$ cat src/rtl/wb_control.sv
// Writeback register-file write-port controller: MW-stage decode plus one outstanding mul/div result.
// Optional feature: define WB_RSTATUS_EN to redirect overflow/exception results to rstatus (r30).
module wb_control (
  input  logic        clock,
  input  logic        reset,
  input  logic [31:0] mw_ir,
  input  logic [31:0] mw_o,
  input  logic [31:0] mw_d,
  input  logic [31:0] mw_pc1,
  input  logic        mw_ovf,
  input  logic        md_issue,
  input  logic [31:0] md_ir,
  input  logic        md_rdy,
  input  logic [31:0] md_result,
  input  logic        md_exc,
  output logic        ctrl_writeEnable,
  output logic [4:0]  ctrl_writeReg,
  output logic [31:0] data_writeReg,
  output logic        md_busy,
  output logic        md_pend_valid,
  output logic [4:0]  md_pend_rd,
  output logic        mw_stall
);

  localparam int unsigned XLEN = 32;
  localparam int unsigned RW   = 5;

  localparam logic [4:0] OP_RTYPE = 5'b00000;
  localparam logic [4:0] OP_ADDI  = 5'b00101;
  localparam logic [4:0] OP_LW    = 5'b01000;
  localparam logic [4:0] OP_JAL   = 5'b00011;
  localparam logic [4:0] OP_SETX  = 5'b10101;
  localparam logic [4:0] REG_STATUS = 5'd30;
  localparam logic [4:0] REG_LINK   = 5'd31;
`ifdef WB_RSTATUS_EN
  localparam logic [4:0] ALU_ADD = 5'b00000;
  localparam logic [4:0] ALU_SUB = 5'b00001;
`endif

  typedef enum logic [1:0] {
    S_IDLE = 2'd0,
    S_BUSY = 2'd1,
    S_HOLD = 2'd2
  } state_e;

  state_e            state_q, state_d;
  logic [RW-1:0]     md_rd_q, md_rd_d;
  logic              md_div_q, md_div_d;
  logic [XLEN-1:0]   md_res_q, md_res_d;
  logic              md_exc_q, md_exc_d;

  logic [4:0]        mw_opcode, mw_alu;
  logic              mw_we;
  logic [RW-1:0]     mw_reg;
  logic [XLEN-1:0]   mw_data;
  logic              mw_act;

  logic              md_src_exc;
  logic [RW-1:0]     md_reg;
  logic [XLEN-1:0]   md_data;

  assign mw_opcode = mw_ir[31:27];
  assign mw_alu    = mw_ir[6:2];

  // MW-stage write decode
  always_comb begin
    mw_we   = 1'b0;
    mw_reg  = mw_ir[26:22];
    mw_data = mw_o;
    case (mw_opcode)
      OP_RTYPE: begin
        mw_we = (mw_alu[4:1] != 4'b0011);
`ifdef WB_RSTATUS_EN
        if (mw_ovf && mw_alu == ALU_ADD) begin
          mw_reg  = REG_STATUS;
          mw_data = 32'd1;
        end else if (mw_ovf && mw_alu == ALU_SUB) begin
          mw_reg  = REG_STATUS;
          mw_data = 32'd3;
        end
`endif
      end
      OP_ADDI: begin
        mw_we = 1'b1;
`ifdef WB_RSTATUS_EN
        if (mw_ovf) begin
          mw_reg  = REG_STATUS;
          mw_data = 32'd2;
        end
`endif
      end
      OP_LW: begin
        mw_we   = 1'b1;
        mw_data = mw_d;
      end
      OP_JAL: begin
        mw_we   = 1'b1;
        mw_reg  = REG_LINK;
        mw_data = mw_pc1;
      end
      OP_SETX: begin
        mw_we   = 1'b1;
        mw_reg  = REG_STATUS;
        mw_data = {5'b0, mw_ir[26:0]};
      end
      default: mw_we = 1'b0;
    endcase
  end

  assign mw_act = mw_we && (mw_reg != '0);

  // Multdiv write source: live result in BUSY, buffered copy in HOLD
  always_comb begin
    md_src_exc = (state_q == S_HOLD) ? md_exc_q : md_exc;
    md_reg     = md_rd_q;
    md_data    = (state_q == S_HOLD) ? md_res_q : md_result;
`ifdef WB_RSTATUS_EN
    if (md_src_exc) begin
      md_reg  = REG_STATUS;
      md_data = md_div_q ? 32'd5 : 32'd4;
    end
`endif
  end

  // Write-port arbitration
  always_comb begin
    ctrl_writeEnable = mw_act;
    ctrl_writeReg    = mw_reg;
    data_writeReg    = mw_data;
    case (state_q)
      S_HOLD: begin
        ctrl_writeEnable = (md_reg != '0);
        ctrl_writeReg    = md_reg;
        data_writeReg    = md_data;
      end
      S_BUSY: begin
        if (md_rdy && !mw_act) begin
          ctrl_writeEnable = (md_reg != '0);
          ctrl_writeReg    = md_reg;
          data_writeReg    = md_data;
        end
      end
      default: ;
    endcase
    if (reset) ctrl_writeEnable = 1'b0;
  end

  // Next-state and buffer capture
  always_comb begin
    state_d  = state_q;
    md_rd_d  = md_rd_q;
    md_div_d = md_div_q;
    md_res_d = md_res_q;
    md_exc_d = md_exc_q;
    case (state_q)
      S_IDLE: begin
        if (md_issue) begin
          md_rd_d  = md_ir[26:22];
          md_div_d = md_ir[2];
          state_d  = S_BUSY;
        end
      end
      S_BUSY: begin
        if (md_rdy) begin
          md_res_d = md_result;
          md_exc_d = md_exc;
          state_d  = mw_act ? S_HOLD : S_IDLE;
        end
      end
      S_HOLD:  state_d = S_IDLE;
      default: state_d = S_IDLE;
    endcase
  end

  always_ff @(posedge clock) begin
    if (reset) begin
      state_q  <= S_IDLE;
      md_rd_q  <= '0;
      md_div_q <= 1'b0;
      md_res_q <= '0;
      md_exc_q <= 1'b0;
    end else begin
      state_q  <= state_d;
      md_rd_q  <= md_rd_d;
      md_div_q <= md_div_d;
      md_res_q <= md_res_d;
      md_exc_q <= md_exc_d;
    end
  end

  assign md_busy       = (state_q != S_IDLE);
  assign md_pend_valid = md_busy;
  assign md_pend_rd    = md_rd_q;
  assign mw_stall      = (state_q == S_HOLD);

  // Issue-word fields other than rd and the mul/div select bit are don't-care here
  logic unused_md_ir;
  assign unused_md_ir = ^{md_ir[31:27], md_ir[21:3], md_ir[1:0]};
`ifndef WB_RSTATUS_EN
  logic unused_cfg;
  assign unused_cfg = ^{mw_ovf, md_src_exc, md_div_q};
`endif

endmodule

$ cat config.mk
export PLATFORM = sky130hd
export DESIGN_NAME = wb_control
export DESIGN_NICKNAME = d
export VERILOG_FILES = /design/src/rtl/wb_control.sv
export SDC_FILE = /design/constraint.sdc
export NUM_CORES = 1
export LEC_CHECK = 0
export CORE_AREA = 2 2 94 96
export CTS_CLUSTER_DIAMETER = 40
export DETAILED_ROUTE_END_ITERATION = 8
export DIE_AREA = 0 0 96 98
export HOLD_SLACK_MARGIN = 0.12
export PLACE_DENSITY = 0.86
export SLEW_MARGIN = 20
export SYNTH_ARGS = -nofsm -noshare
export SYNTH_HDL_FRONTEND = slang
export SYNTH_SLANG_ARGS = --single-unit
$ cat constraint.sdc
create_clock -name clock -period 4.75 [get_ports clock]
set_clock_uncertainty 0.05 [all_clocks]
set_input_delay 0.475 -clock clock [delete_from_list [all_inputs] [get_ports clock]]
set_output_delay 0.475 -clock clock [all_outputs]
set_load 0.03 [all_outputs]
==> out/summary.log <==
[cells_and_area] fraction of final layout cells sized beyond drive strength 1 4.89%
[sta] worst rel slew slack 33.5%
[sta] setup slack after layout 0.601 ns
[cts] CTS tree done
[setup_path] maximum net fanout on the critical path 30
[route] mean routed wirelength per cell 18.6 µm
[floorplanning] num rows 34
[synth] fraction of registers with async set/reset 0%
[sta] max-slew violation count 0
[hold_path] startpoint of the lowest-slack hold path md_res_q[18]
[cts] clk slew on worst S/H paths 0.08 ns
[setup_path] buffers plus inverters on the worst setup path 4
[synth] syn nets 587
[setup_path] CP required 4.22 ns
[power] IR Drop Worst-Case VDD 0.000105 V
[place] sum of net half-perimeters after detailed placement 9.27 mm
[cells_and_area] count of placed standard cells in the final layout, fillers left out 681
[cells_and_area] post-route cell area 5140 µm²
[cells_and_area] post-route core utilization 60.7%
[cts] Max H-tree Level 2
[setup_path] category of the worst setup path capture point output pin
[hold_path] worst min-delay path category register to register
[power] LEAKAGE 1.72 nW
[sta] RSZ-0062 raised after global routing no
[sta] final setup violation count 0
[synth] count of mapped cells out of synthesis 386
[floorplanning] initial core utilization 34.0%
[route] initial detailed-routing violation count 316
[grt] overflow left after global routing 0
[synth] Unique masters post-synth 34
[sta] hold slack final 0.407 ns
[power] sequential share of power 33.0%
[cts] PostCTS Resize Cnt 0
[floorplanning] count of pins on the block boundary 244
[cells_and_area] net count of the finished layout 773
[synth] most instantiated flip-flop cell in the synthesis netlist dfxtp_1
[power] internal cell power 692 µW
[synth] number of warnings reported in the yosys synthesis log 0
[grt] global-route wire length before repair 19.0 mm
[cells_and_area] n_diodes 0
[synth] average instance area after synthesis 7.45 µm²
[sta] Worst Max-Slew Pin Slew 0.998 ns
[grt] global router's overall resource usage 25.7%
[cts] Root Buffer Master clkbuf_8
[flow_run] number of max-cap violations 0
[power] switching share of power 35.1%
[synth] Seq/Total Area, Yosys 27.1%
[floorplanning] horizontal die dimension 96 µm
[synth] post-synth top area cell dfxtp_1
[cts] total number of clock tree sinks 39
[cts] number of buffers created by CTS 5
[grt] vias in the first global route 3905
[power] PD cells 208 nW/µm²
[cells_and_area] sequential cell area 781 µm²
[route] per-cell via count in the routed design 5.92
[setup_path] kind of cell adding the most delay to the critical path buffers and inverters
[setup_path] CP cell instances inv_1 -> ha_1 -> clkinvlp_4 -> a21oi_4 -> buf_4 -> o22ai_1 -> clkdlybuf4s50_1
[synth] number of enable flip-flop cells after synthesis 0
[route] Routed WL 12.7 mm
[synth] number of flip-flops and latches in the synthesized netlist 39
[sta] total negative setup slack 0 ns
[setup_path] source of the worst register-to-register timing path state_q[1]
[cells_and_area] multi-input gate area in the final layout 1900 µm²
[hold_path] Min-Delay Path Depth 2
[sta] post-route clock period utilization 87.4%
[cells_and_area] number of inserted filler cells in the final layout 767
[status] run status completed
[setup_path] worst-path cell with the longest stage delay a21oi_4
[route] via total after detailed routing 4034
[route] DRC errors left 0
[sta] final hold violation count 0
[power] Switch Pwr 375 µW
[synth] top-area cell type share of the netlist area 27.1%
[place] RePlAce Congestion 0.854
[setup_path] Crit path arrival time 3.62 ns
[route] first-pass detailed-route iteration total 5
[cts] maximum buffer depth of the clock tree 2
[cts] # hold bufs at CTS 0
[power] combinational cell fraction of total power 46.5%
[power] fraction of power consumed by the clock network 20.5%
[cts] insertion delay of the later-clocked pin in the worst-skew pair 0.29 ns
[floorplanning] Die Footprint 9410 µm²
[setup_path] minimum setup slack among reg-to-reg paths 2.73 ns
[power] post-layout total power 1.07 mW
[grt] initial antenna violation count 0
[sta] maximum frequency from static timing analysis 0.241 GHz
[place] worst setup slack before clock tree synthesis 0.606 ns
[floorplanning] Core Region 8470 µm²
[setup_path] delay of the slowest cell on the worst path 0.66 ns
[synth] leading cell types by total area after synthesis dfxtp_1, nand2_1, a222oi_1
[place] dpl cells 673
[floorplanning] die extent in y 98 µm
[sta] shortest clock period the worst path allows after layout 4.15 ns
[cts] Post-CTS Repair Setup Buffers 0
[setup_path] endpoint of the lowest-slack register-to-register path state_q[1]
[place] DP Area 5050 µm²
[synth] synthesized area 2880 µm²
[setup_path] R2R cell count 6
[setup_path] Critical Path Source Type register
[hold_path] end point of the most critical hold path md_res_q[18]
[place] IO buf count 214
[grt] pin count of the biggest net entering global routing 48
[cells_and_area] area growth from synthesis to layout 78.6%
[route] post-detailed-route count of antenna-violating nets 0
[setup_path] startpoint-to-endpoint class of the critical path register to output pin
-- per-layer routing --
layer	wire length (µm)	vias up	track usage (%)
met2	6110	233	45.5
met5	0	-	0
met1	4920	1892	30.0
li1	-	1882	-
met3	1360	27	6.25
met4	286	0	7.58
-- sequential cells by signal, summed over array words and instances, names as in the netlist --
name and cells:
md_pend_rd 5, state_q 2, md_res_q 32
-- worst max-delay path by stage --
stage / cells past startpoint / slack [ns] / end / start
floorplan: 6 / 1.89 / data_writeReg[15] / mw_ir[30]
global placement: 9 / 0.65 / data_writeReg[5] / mw_ir[22]
detailed placement: 9 / 0.61 / data_writeReg[5] / mw_ir[22]
CTS: 9 / 0.59 / data_writeReg[5] / mw_ir[22]
finish: 7 / 0.60 / data_writeReg[5] / state_q[1]
global route: 7 / 0.44 / data_writeReg[12] / state_q[0]
-- logic make-up (layout without fill, tap and decap cells) --
group | Yosys count | in the layout | synth area share (%)
buffers and inverters | 48 | 235 | 7.53
adders and majority gates | 3 | 3 | 1.31
muxes | 3 | 3 | 1.04
DFF | 39 | 39 | 27.1
AOI/OAI and AO/OA | 180 | 180 | 46.1
and+or+nand+nor | 113 | 113 | 16.9
-- synthesized netlist by cell type, types with 2 or more instances --
cell type and n:
buf_1 2, o2bb2ai_1 5, nand3_1 5, dfxtp_1 39, and2_1 2, a22oi_1 3, inv_1 4, nor3_1 5
mux2i_1 3, clkbuf_1 30, nand2_1 78, nor2_1 10, a222oi_1 29, a21oi_1 48, a21boi_0 24, a32oi_1 28
ha_1 3, buf_6 3, nand2b_1 7, a211oi_1 7, buf_2 8, o22ai_1 30, nor4_1 2
-- area by class of cell --
type / count / share of cell area (%)
Inverter: 4 / 0.365
Clock buffer: 5 / 1.34
Tap cell: 108 / 2.63
Sequential cell: 39 / 15.2
Timing Repair Buffer: 223 / 43.2
Clock inverter: 3 / 0.292
Multi-Input combinational cell: 299 / 36.9
-- tightest hold or removal path, stage by stage (launching register included) --
cell and delay [ns]:
dfxtp_1 0.31, nand2_1 0.05, a21oi_1 0.05
-- power by group through the flow --
stage	sequential [mW]	combinational [mW]	clock (mW)
6_report	0.352	0.496	0.219
5_1_grt	0.354	0.523	0.238
4_1_cts	0.351	0.495	0.227
3_5_place_dp	0.359	0.492	0
3_3_place_gp	0.358	0.485	0
2_1_floorplan	0.362	0.222	0
-- layout by cell type, fill, tap and decap left out, types with 2 or more instances in the layout --
master | synthesis | layout
dfxtp_1 | 39 | 39
nor3_1 | 5 | 5
nand2b_1 | 7 | 7
ha_1 | 3 | 2
nor2_1 | 10 | 7
a21boi_0 | 24 | 24
o2bb2ai_1 | 5 | 5
nor2_2 | 0 | 3
clkinv_2 | 0 | 3
a32oi_1 | 28 | 28
a211oi_1 | 7 | 7
clkbuf_8 | 0 | 5
a21oi_1 | 48 | 48
a22oi_1 | 3 | 3
nand3_1 | 5 | 5
inv_1 | 4 | 3
mux2i_1 | 3 | 3
clkdlybuf4s50_1 | 0 | 214
nor4_1 | 2 | 2
nand2_1 | 78 | 78
o22ai_1 | 30 | 30
a222oi_1 | 29 | 29
buf_4 | 1 | 8
a21oi_4 | 1 | 2
No activity file was read; power rests on OpenSTA's default activity.
